==> src/rtl/sdr_rd_pkg.sv <==
// Shared SDRAM timing, command encodings and helpers for the read-path controller.
// The write controller uses the same timings and command set.
package sdr_rd_pkg;

  localparam int TCK_PS  = 6000;
  localparam int TRCD_PS = 18000;
  localparam int TRP_PS  = 18000;

  typedef enum logic [2:0] {
    CMD_PRECHARGE = 3'b010,
    CMD_ACTIVE    = 3'b011,
    CMD_WRITE     = 3'b100,
    CMD_READ      = 3'b101,
    CMD_NOP       = 3'b111
  } sdr_cmd_e;

  typedef enum logic [3:0] {
    ST_IDLE      = 4'd0,
    ST_ACTIVE    = 4'd1,
    ST_READ      = 4'd2,
    ST_BURST     = 4'd3,
    ST_PRECHARGE = 4'd4
  } rd_state_e;

  // Round a picosecond timing up to whole controller clocks.
  function automatic int ps_to_clk(input int ps);
    return (ps + TCK_PS - 1) / TCK_PS;
  endfunction

  // READ address: A12..A11 = 0, A10 = 0 (no auto-precharge), A9 = 0, column.
  function automatic logic [12:0] read_addr(input logic [8:0] col);
    return {2'b00, 1'b0, 1'b0, col};
  endfunction

endpackage

==> src/rtl/sdr_rd_capture.sv <==
// Read-data capture for sdr_rd: a CL-deep valid-tag pipeline that lines up with
// the CAS latency, then registers sdr_DQ into rd_data when a tag emerges.
module sdr_rd_capture
  import sdr_rd_pkg::*;
#(
  parameter int CL = 3
) (
  input  logic        clk,
  input  logic        rst_n,
  input  logic        tag_in,
  input  logic [15:0] sdr_dq,
  output logic [15:0] rd_data,
  output logic        rd_data_vld
);

  logic [CL-1:0] pipe_r;
  logic [15:0]   data_r;
  logic          vld_r;

  // Shift tags through the CAS-latency pipeline and sample DQ on emergence.
  always_ff @(posedge clk or negedge rst_n) begin
    if (!rst_n) begin
      pipe_r <= '0;
      data_r <= 16'h0000;
      vld_r  <= 1'b0;
    end else begin
      pipe_r[0] <= tag_in;
      for (int i = 1; i < CL; i++) begin
        pipe_r[i] <= pipe_r[i-1];
      end
      vld_r <= pipe_r[CL-1];
      if (pipe_r[CL-1]) begin
        data_r <= sdr_dq;
      end
    end
  end

  assign rd_data     = data_r;
  assign rd_data_vld = vld_r;

endmodule

==> src/rtl/sdr_rd.sv <==
// SDRAM single-burst read controller: ACTIVE, READ, wait CAS latency, capture a
// fixed burst, PRECHARGE, then pulse rd_exit. Commands appear one clock after the state.
module sdr_rd
  import sdr_rd_pkg::*;
#(
  parameter int NRCD = ps_to_clk(TRCD_PS),
  parameter int NRP  = ps_to_clk(TRP_PS),
  parameter int CL   = 3,
  parameter int BL   = 4
) (
  input  logic        clk,
  input  logic        rst_n,
  input  logic        sdr_rd_req,
  input  logic [1:0]  sdr_bank_addr,
  input  logic [12:0] sdr_row_addr,
  input  logic [8:0]  sdr_col_addr,
  output logic        sdr_CKE,
  output logic        sdr_nCS,
  output logic [1:0]  sdr_BA,
  output logic [12:0] sdr_A,
  output logic        sdr_nRAS,
  output logic        sdr_nCAS,
  output logic        sdr_nWE,
  output logic [1:0]  sdr_DQM,
  input  logic [15:0] sdr_DQ,
  output logic [15:0] rd_data,
  output logic        rd_data_vld,
  output logic        rd_busy,
  output logic        rd_exit
);

  rd_state_e   state_r;
  logic [3:0]  cnt_r;
  sdr_cmd_e    cmd_r;
  logic [12:0] a_r;
  logic [12:0] row_r;
  logic [8:0]  col_r;
  logic [1:0]  ba_r;
  logic        busy_r;
  logic        exit_r;
  logic        tag_r;

  // Main FSM; command, address, busy, exit and capture tag are registered from the state.
  always_ff @(posedge clk or negedge rst_n) begin
    if (!rst_n) begin
      state_r <= ST_IDLE;
      cnt_r   <= 4'd0;
      cmd_r   <= CMD_NOP;
      a_r     <= 13'd0;
      row_r   <= 13'd0;
      col_r   <= 9'd0;
      ba_r    <= 2'd0;
      busy_r  <= 1'b0;
      exit_r  <= 1'b0;
      tag_r   <= 1'b0;
    end else begin
      cmd_r  <= CMD_NOP;
      exit_r <= 1'b0;
      tag_r  <= 1'b0;
      busy_r <= (state_r != ST_IDLE);
      case (state_r)
        ST_IDLE: begin
          if (sdr_rd_req) begin
            state_r <= ST_ACTIVE;
            cnt_r   <= 4'd0;
            row_r   <= sdr_row_addr;
            col_r   <= sdr_col_addr;
            ba_r    <= sdr_bank_addr;
          end
        end
        ST_ACTIVE: begin
          if (cnt_r == 4'd0) begin
            cmd_r <= CMD_ACTIVE;
            a_r   <= row_r;
          end
          if (cnt_r == 4'(NRCD - 1)) begin
            state_r <= ST_READ;
            cnt_r   <= 4'd0;
          end else begin
            cnt_r <= cnt_r + 4'd1;
          end
        end
        ST_READ: begin
          cmd_r   <= CMD_READ;
          a_r     <= read_addr(col_r);
          tag_r   <= 1'b1;
          state_r <= ST_BURST;
          cnt_r   <= 4'd0;
        end
        // Tags cover BL cycles from the READ command; leave once the last word is on DQ.
        ST_BURST: begin
          tag_r <= (cnt_r < 4'(BL - 1));
          if (cnt_r == 4'(CL + BL - 2)) begin
            state_r <= ST_PRECHARGE;
            cnt_r   <= 4'd0;
          end else begin
            cnt_r <= cnt_r + 4'd1;
          end
        end
        ST_PRECHARGE: begin
          if (cnt_r == 4'd0) begin
            cmd_r <= CMD_PRECHARGE;
            a_r   <= 13'd0;
          end
          if (cnt_r == 4'(NRP)) begin
            exit_r  <= 1'b1;
            state_r <= ST_IDLE;
            cnt_r   <= 4'd0;
          end else begin
            cnt_r <= cnt_r + 4'd1;
          end
        end
        default: begin
          state_r <= ST_IDLE;
          cnt_r   <= 4'd0;
        end
      endcase
    end
  end

  sdr_rd_capture #(
    .CL (CL)
  ) u_capture (
    .clk         (clk),
    .rst_n       (rst_n),
    .tag_in      (tag_r),
    .sdr_dq      (sdr_DQ),
    .rd_data     (rd_data),
    .rd_data_vld (rd_data_vld)
  );

  assign sdr_CKE = 1'b1;
  assign sdr_nCS = 1'b0;
  assign sdr_DQM = 2'b00;
  assign sdr_BA  = ba_r;
  assign sdr_A   = a_r;
  assign {sdr_nRAS, sdr_nCAS, sdr_nWE} = cmd_r;
  assign rd_busy = busy_r;
  assign rd_exit = exit_r;

endmodule

==> config.mk <==
export PLATFORM = sky130hd
export DESIGN_NAME = sdr_rd
export DESIGN_NICKNAME = d
export VERILOG_FILES = /design/src/rtl/sdr_rd_pkg.sv /design/src/rtl/sdr_rd_capture.sv /design/src/rtl/sdr_rd.sv
export SDC_FILE = /design/constraint.sdc
export NUM_CORES = 1
export LEC_CHECK = 0
export ABC_AREA = 1
export BUFFER_PORTS_ARGS = -buffer_cell sky130_fd_sc_hd__buf_2
export CELL_PAD_IN_SITES_DETAIL_PLACEMENT = 1
export CELL_PAD_IN_SITES_GLOBAL_PLACEMENT = 2
export CORE_ASPECT_RATIO = 0.5
export CORE_UTILIZATION = 31
export CTS_CLUSTER_DIAMETER = 30
export CTS_CLUSTER_SIZE = 40
export DETAILED_ROUTE_END_ITERATION = 10
export PLACE_DENSITY = 0.89
export SYNTH_ARGS = -nofsm -noshare
export SYNTH_HDL_FRONTEND = slang
export SYNTH_SLANG_ARGS = --single-unit
==> constraint.sdc <==
create_clock -name clk -period 1.45 [get_ports clk]
set_input_delay 0.145 -clock clk [delete_from_list [all_inputs] [get_ports clk]]
set_output_delay 0.145 -clock clk [all_outputs]
set_load 0.02 [all_outputs]
==> run metrics, run 1 <==
Crit path max-delay family=flip-flops; DR iter-0 viols=87; status=finished, final reports clean; core footprint=0.00907 mm2; Worst-Skew Late Latency=0.33 ns; gpl congestion=0.811; Max clock buf depth=2; TritonCTS clock tree=yes; Hold Startpoint=sdr_bank_addr[0]; CP Data Required Time=1.67 ns; Antenna diodes=0; final worst slack=0.106 ns; initial antenna violation count=0; via count=2458; Area growth, synth to finish=32.4%; ys async rst share=100%; synth warn=0; row count=24; crit path buf inv count=2; top_reg_cell synth=dfrtp_1; CP Capture Type=register; total CTS buffers=9; static leakage=2.15 nW; Clock Power Share=20.2%; most frequent cells after synthesis=nand2_1, dfrtp_1, inv_1; crit-path cells=inv_1 -> ha_1 -> nand2_1 -> nand2_2 -> nand2_4 -> buf_12 -> nand2_1 -> nand2_1; post-synthesis cell type count=25; max frequency=744 MHz; DRT Wirelength=7.36 mm; DRT Pass-1 Iters=4; post-DP HPWL=5.40 mm; post-route setup TNS=0 ns; cell area after layout=0.00399 mm2; fin crit share=92.7%; DRT antenna net count=0; Die Height=71.7 um; wire length per cell=13.1 um; Setup Skew=0.00546 ns; Reg clk slew, reported paths=0.05 ns; layout cells sized above 1=35.3%; CP Class=register to register; Initial Util=33.2%; fin crit period=1.34 ns; # DRC=0; max cap viols=0; Nets=473; startpoint class of the critical path=register; pre-CTS setup slack=0.0618 ns; share of power burned in registers=34.6%; gr ovfl total=0; Final Hold Viols=0; GRT Overall Usage=16.1%; Worst Hold Class=input pin to register; Area contributors post-synth=dfrtp_1, nand2_1, mux2_2; final setup vio count=0; post-synth top area cell=dfrtp_1; non-filler instance count after layout=561; worst vdd ir=0.807 mV; Avg Cell Area, Syn=9.36 um2; vias in the first global route=2629; Arrival @ worst endpoint=1.56 ns; cell mode on critical path=nand2_1; crit-path max cell delay=0.42 ns; Comb pwr share=45.2%; CP max stage cell=dfrtp_2; placed cells=538; power density cells=2440 mW/mm2; largest net degree at the start of global routing=71; Root Buffer=clkbuf_16; Final Max Tran Viols=0; Die Wd=141 um; register area share after synthesis=58.3%; global-route wire length before repair=12.4 mm; Sw Pwr=3.94 mW; Clock Sinks=70; final core utilization=44.0%; Sw Ratio=40.4%; Internal=5.80 mW; hold slack=0.0462 ns; die area=0.0101 mm2; post-synth top area share=55.6%; number of I/O port buffers=79; H-tree depth=3; FF-to-FF Start=cnt_r[0]; DR vias/cell=4.38; placed standard-cell area=0.00365 mm2; count leader, synth=nand2_1; #FFs+latches synth=70; post-synthesis cell area=0.00301 mm2; EDFF count, synth=0; Top Ports=84; critical path launch point=cnt_r[0]; synthesized instance count=322; crit-path max FO=11; total design power=9.74 mW
## worst paths after layout
check	slack (ns)	end	depth (start not counted)
setup / recovery	0.11	sdr_A[1]	8
hold / removal	0.05	sdr_BA[0]	3
setup reg to reg	0.11	sdr_A[1]	8
hold reg to reg	0.34	u_capture.pipe_r[2]	0
max in group asynchronous	0.74	state_r[0]	3
min in group asynchronous	0.39	cnt_r[1]	3
## worst min-delay path, delay by kind of cell
kind / cells / cell delay [ns]
AO/OA/AOI/OAI: 1 / 0.06
buffers and inverters: 2 / 0.13
## cell usage in the layout, fill, tap and decap left out
master and n:
nand3_1 15, inv_1 31, nand2_2 3, conb_1 4
inv_2 1, buf_4 20, ha_1 4, o21ai_0 23
mux2_2 16, nand2_4 1, clkinvlp_4 1, dfrtp_2 4
nand3b_1 1, nor2_2 4, buf_6 1, dlygate4sd3_1 1
inv_4 1, clkbuf_16 9, xor2_1 1, clkinv_2 3
buf_2 79, buf_12 3, a21oi_1 1, dfrtp_1 63
dfstp_2 3, clkbuf_8 1, o21ai_2 1, nand2_1 120
o21ai_1 4, nand3_2 1, nand4_1 4, clkbuf_1 2
nor2_1 5
## timing repair
item / CTS / global route
setup buffers: 0 / 6
hold buffers: 1 / 0
hold endpoints to repair: 67 / 0
gates resized for setup: 0 / 8
endpoints found under the setup margin: 0 / 30
## flip-flops by register name, indices dropped and copies added, names as in the netlist, 2 cells and up
register           count
cmd_r                  3
row_r                 13
sdr_BA                 2
col_r                  9
u_capture.pipe_r       3
sdr_A                 13
cnt_r                  4
u_capture.rd_data     16
state_r                3
## per-layer routing
metal	part of all wire [%]	vias to the layer above	GRT usage (%)
met4	1.6	0	6.45
met1	43	1186	18.6
met3	4.3	14	4.81
li1	-	1206	-
met2	51	52	28.6
met5	0	-	0
## cell type report
cell class	instances	area, um2
well taps	130	163
fillers	1078	5080
clock buffers	12	246
inverters	33	126
repair buffers	104	627
clock inverters	4	22.5
multi-input cells	208	1040
flip-flops and latches	70	1760
## power groups by stage
stage | Sequential, mW | Clock (mW) | Combinational (mW)
finish | 3.37 | 1.97 | 4.40
global route | 3.48 | 2.13 | 4.97
CTS | 3.38 | 2.03 | 4.35
detailed placement | 3.40 | 0 | 4.33
global placement | 3.36 | 0 | 4.18
floorplan | 3.87 | 0 | 2.32
## logic make-up after synthesis
group           after synthesis  share of synthesized area (%)
buf+inv                      46                           7.56
simple gates                154                           21.1
xor+xnor                      1                          0.291
other cells                   2                          0.249
fa+ha+maj                     4                           1.66
flops                        70                           58.3
compound gates               29                           4.94
mux                          16                           5.98
No activity file was read; power rests on OpenSTA's default activity.
==> inputs of run 2 (changes only) <==
Settings changed: CAP_MARGIN set to 0, CORE_UTILIZATION 31 to 30, PLACE_DENSITY 0.89 to unset, PLACE_DENSITY_LB_ADDON set to 0.1, SYNTH_HIERARCHICAL set to 1.
==> run 2 against run 1 <==
  * Synthesized cell count is 11% higher
  * Non-clock buffer count shrank 5
  * Flip-flop and latch count unchanged
  * Highest routed layer unchanged
  * Combinational power shrank 0.9%
  * Via count is 4.8% higher
  * Critical path depth did not move
==> run metrics, run 2 <==
critical path launch point=cnt_r[0]; DRT antenna net count=0 (unchanged); #FFs+latches synth=70 (unchanged); Final Max Tran Viols=0 (unchanged); synthesized instance count=356 (+11%); top_reg_cell synth=dfrtp_1; non-filler instance count after layout=594 (+5.9%); DRT Wirelength=7.65 mm (+3.9%); total CTS buffers=9 (unchanged); post-synth top area cell=dfrtp_1; gpl congestion=0.874 (+7.8%); post-synthesis cell type count=25 (unchanged); Root Buffer=clkbuf_16; Setup Skew=0.00661 ns (+0.00115 ns); Largest register FFs=16 (unchanged); max cap viols=0 (unchanged); Die Wd=145 um (+2.5%); largest net degree at the start of global routing=49 (-31%); Area contributors post-synth=dfrtp_1, nand2_1, inv_1; Final Hold Viols=0 (unchanged); post-synth top area share=54.7% (-0.98 points); FF-to-FF Start=cnt_r[0]; ys async rst share=100% (unchanged); Max clock buf depth=2 (unchanged); static leakage=2.26 nW (+5.0%); Nets=501 (+5.9%); die area=0.0107 mm2 (+5.1%); gr ovfl total=0 (unchanged); Die Height=73.5 um (+2.5%); register area share after synthesis=57.2% (-1.0 points); Antenna diodes=0 (unchanged); fin crit share=93.6% (+0.89 points); synth warn=6 (+6); # DRC=0 (unchanged); crit-path max FO=17 (+6); number of I/O port buffers=79 (unchanged); Hold Startpoint=sdr_DQ[1]; H-tree depth=3 (unchanged); Clock Sinks=70 (unchanged); Reg clk slew, reported paths=0.06 ns (about the same); max frequency=737 MHz (-0.96%); DR vias/cell=4.34 (-1.0%); startpoint class of the critical path=register; Initial Util=31.6% (-1.6 points); DR iter-0 viols=82 (-5.7%); Worst-Skew Late Latency=0.33 ns (about the same); hold slack=0.0106 ns (-0.0355 ns); placed cells=574 (+6.7%); post-synthesis cell area=0.00307 mm2 (+1.8%); CP Capture Type=register; most common cell after layout, fill and taps aside=nand2_1; TritonCTS clock tree=yes; EDFF count, synth=0 (unchanged); worst vdd ir=0.790 mV (-2.2%); most frequent cells after synthesis=nand2_1, dfrtp_1, inv_1; Top Ports=84 (unchanged); CP Class=register to register; vias in the first global route=2750 (+4.6%); Avg Cell Area, Syn=8.61 um2 (-7.9%); row count=25 (+4.2%); initial antenna violation count=0 (unchanged); wire length per cell=12.9 um (-1.9%); Arrival @ worst endpoint=1.56 ns (about the same); post-DP HPWL=5.67 mm (+5.0%); core footprint=0.00970 mm2 (+6.9%); GRT Overall Usage=15.6% (-0.57 points); via count=2576 (+4.8%); Worst Hold Class=input pin to register; fin crit period=1.36 ns (+0.0130 ns); status=finished, final reports clean; most frequent cells in the layout=nand2_1, buf_2, dfrtp_1, inv_1, o21ai_0; layout cells sized above 1=30.9% (-4.3 points); Area growth, synth to finish=32.7%; final setup vio count=0 (unchanged); CP Data Required Time=1.65 ns (-0.02 ns); global-route wire length before repair=13.0 mm (+4.8%); DRT Pass-1 Iters=4 (unchanged); power density cells=2490 mW/mm2 (+2.2%); count leader, synth=nand2_1
run 2: cell count changes after synthesis:
cell     delta
buf_12      +1
buf_2       -2
nand2_1    +43
nand2_2     +5
mux2_2     -16
buf_6       +2
inv_6       +1
run 2: cell type report:
cell class | instances | area [um2]
inverter | 34 | 133
fill | 1174 | 5630
timing repair buffer | 99 | 601
multi-input combinational | 240 | 1070
tap | 135 | 169
clock buffer | 11 | 253
sequential | 70 | 1760
clock inverter | 5 | 81.3
run 2: layer usage:
metal	GRT usage (%)	vias to the layer above	part of all wire [%]
met1	18.5	1219	46
met5	0	-	0
li1	-	1287	-
met3	4.66	14	4.8
met2	27.5	56	48
met4	4.96	0	1.3
run 2: report_power, final:
part | internal [mW] | total, mW | switching, mW | leakage (nW)
Clock | 1.60 | 2.41 | 0.810 | 0.162
Sequential | 2.87 | 3.38 | 0.518 | 0.871
Combinational | 1.61 | 4.36 | 2.75 | 1.23
run 2: worst max-delay path: stages (launching register included):
cell	delay, ns
dfrtp_2	0.43
inv_1	0.08
ha_1	0.17
nand2_1	0.06
nand2_1	0.11
nand2_4	0.07
buf_12	0.15
nand2_1	0.07
o21ai_0	0.08
run 2: logic make-up (layout without fill, tap and decap cells):
family | after synthesis | count (layout) | synth area share (%)
xor gates and xnor gates | 1 | 1 | 0.286
DFF | 70 | 70 | 57.2
buffers and inverters | 48 | 149 | 8.77
and+or+nand+nor | 202 | 202 | 27.0
adders and majority gates | 4 | 4 | 1.63
other | 2 | 4 | 0.245
AOI/OAI and AO/OA | 29 | 29 | 4.86
run 2: path summary, 6_finish.rpt:
kind                                         to  slack [ns]  depth (start not counted)
max                                   sdr_A[11]        0.09                          8
min                        u_capture/rd_data[1]        0.01                          3
max reg2reg                           sdr_A[11]        0.09                          8
min reg2reg                 u_capture/pipe_r[2]        0.35                          0
max in group asynchronous  u_capture/rd_data[7]        0.68                          3
min in group asynchronous               rd_exit        0.23                          2
run 2: per-stage QoR:
step | power [mW] | area, um2 | util [%] | setup TNS (ns) | worst slack [ns]
floorplan | 6.24 | 3070 | - | 0 | 0.166
global placement | 7.58 | 3670 | 37.9 | 0 | 0.120
detailed placement | 7.76 | 3670 | 37.9 | 0 | 0.0123
CTS | 10.2 | 4020 | 41.4 | 0 | 0.00440
global route | 11.0 | 4070 | 42.0 | -0.00787 | -0.00787
finish | 10.1 | 4070 | 42.0 | 0 | 0.0935
run 2: repair_timing:
action,CTS,global route
endpoints found under the setup margin,0,11
setup buffers,0,3
resized for setup,0,10
endpoints found under the hold margin,28,0
hold buffers,1,0
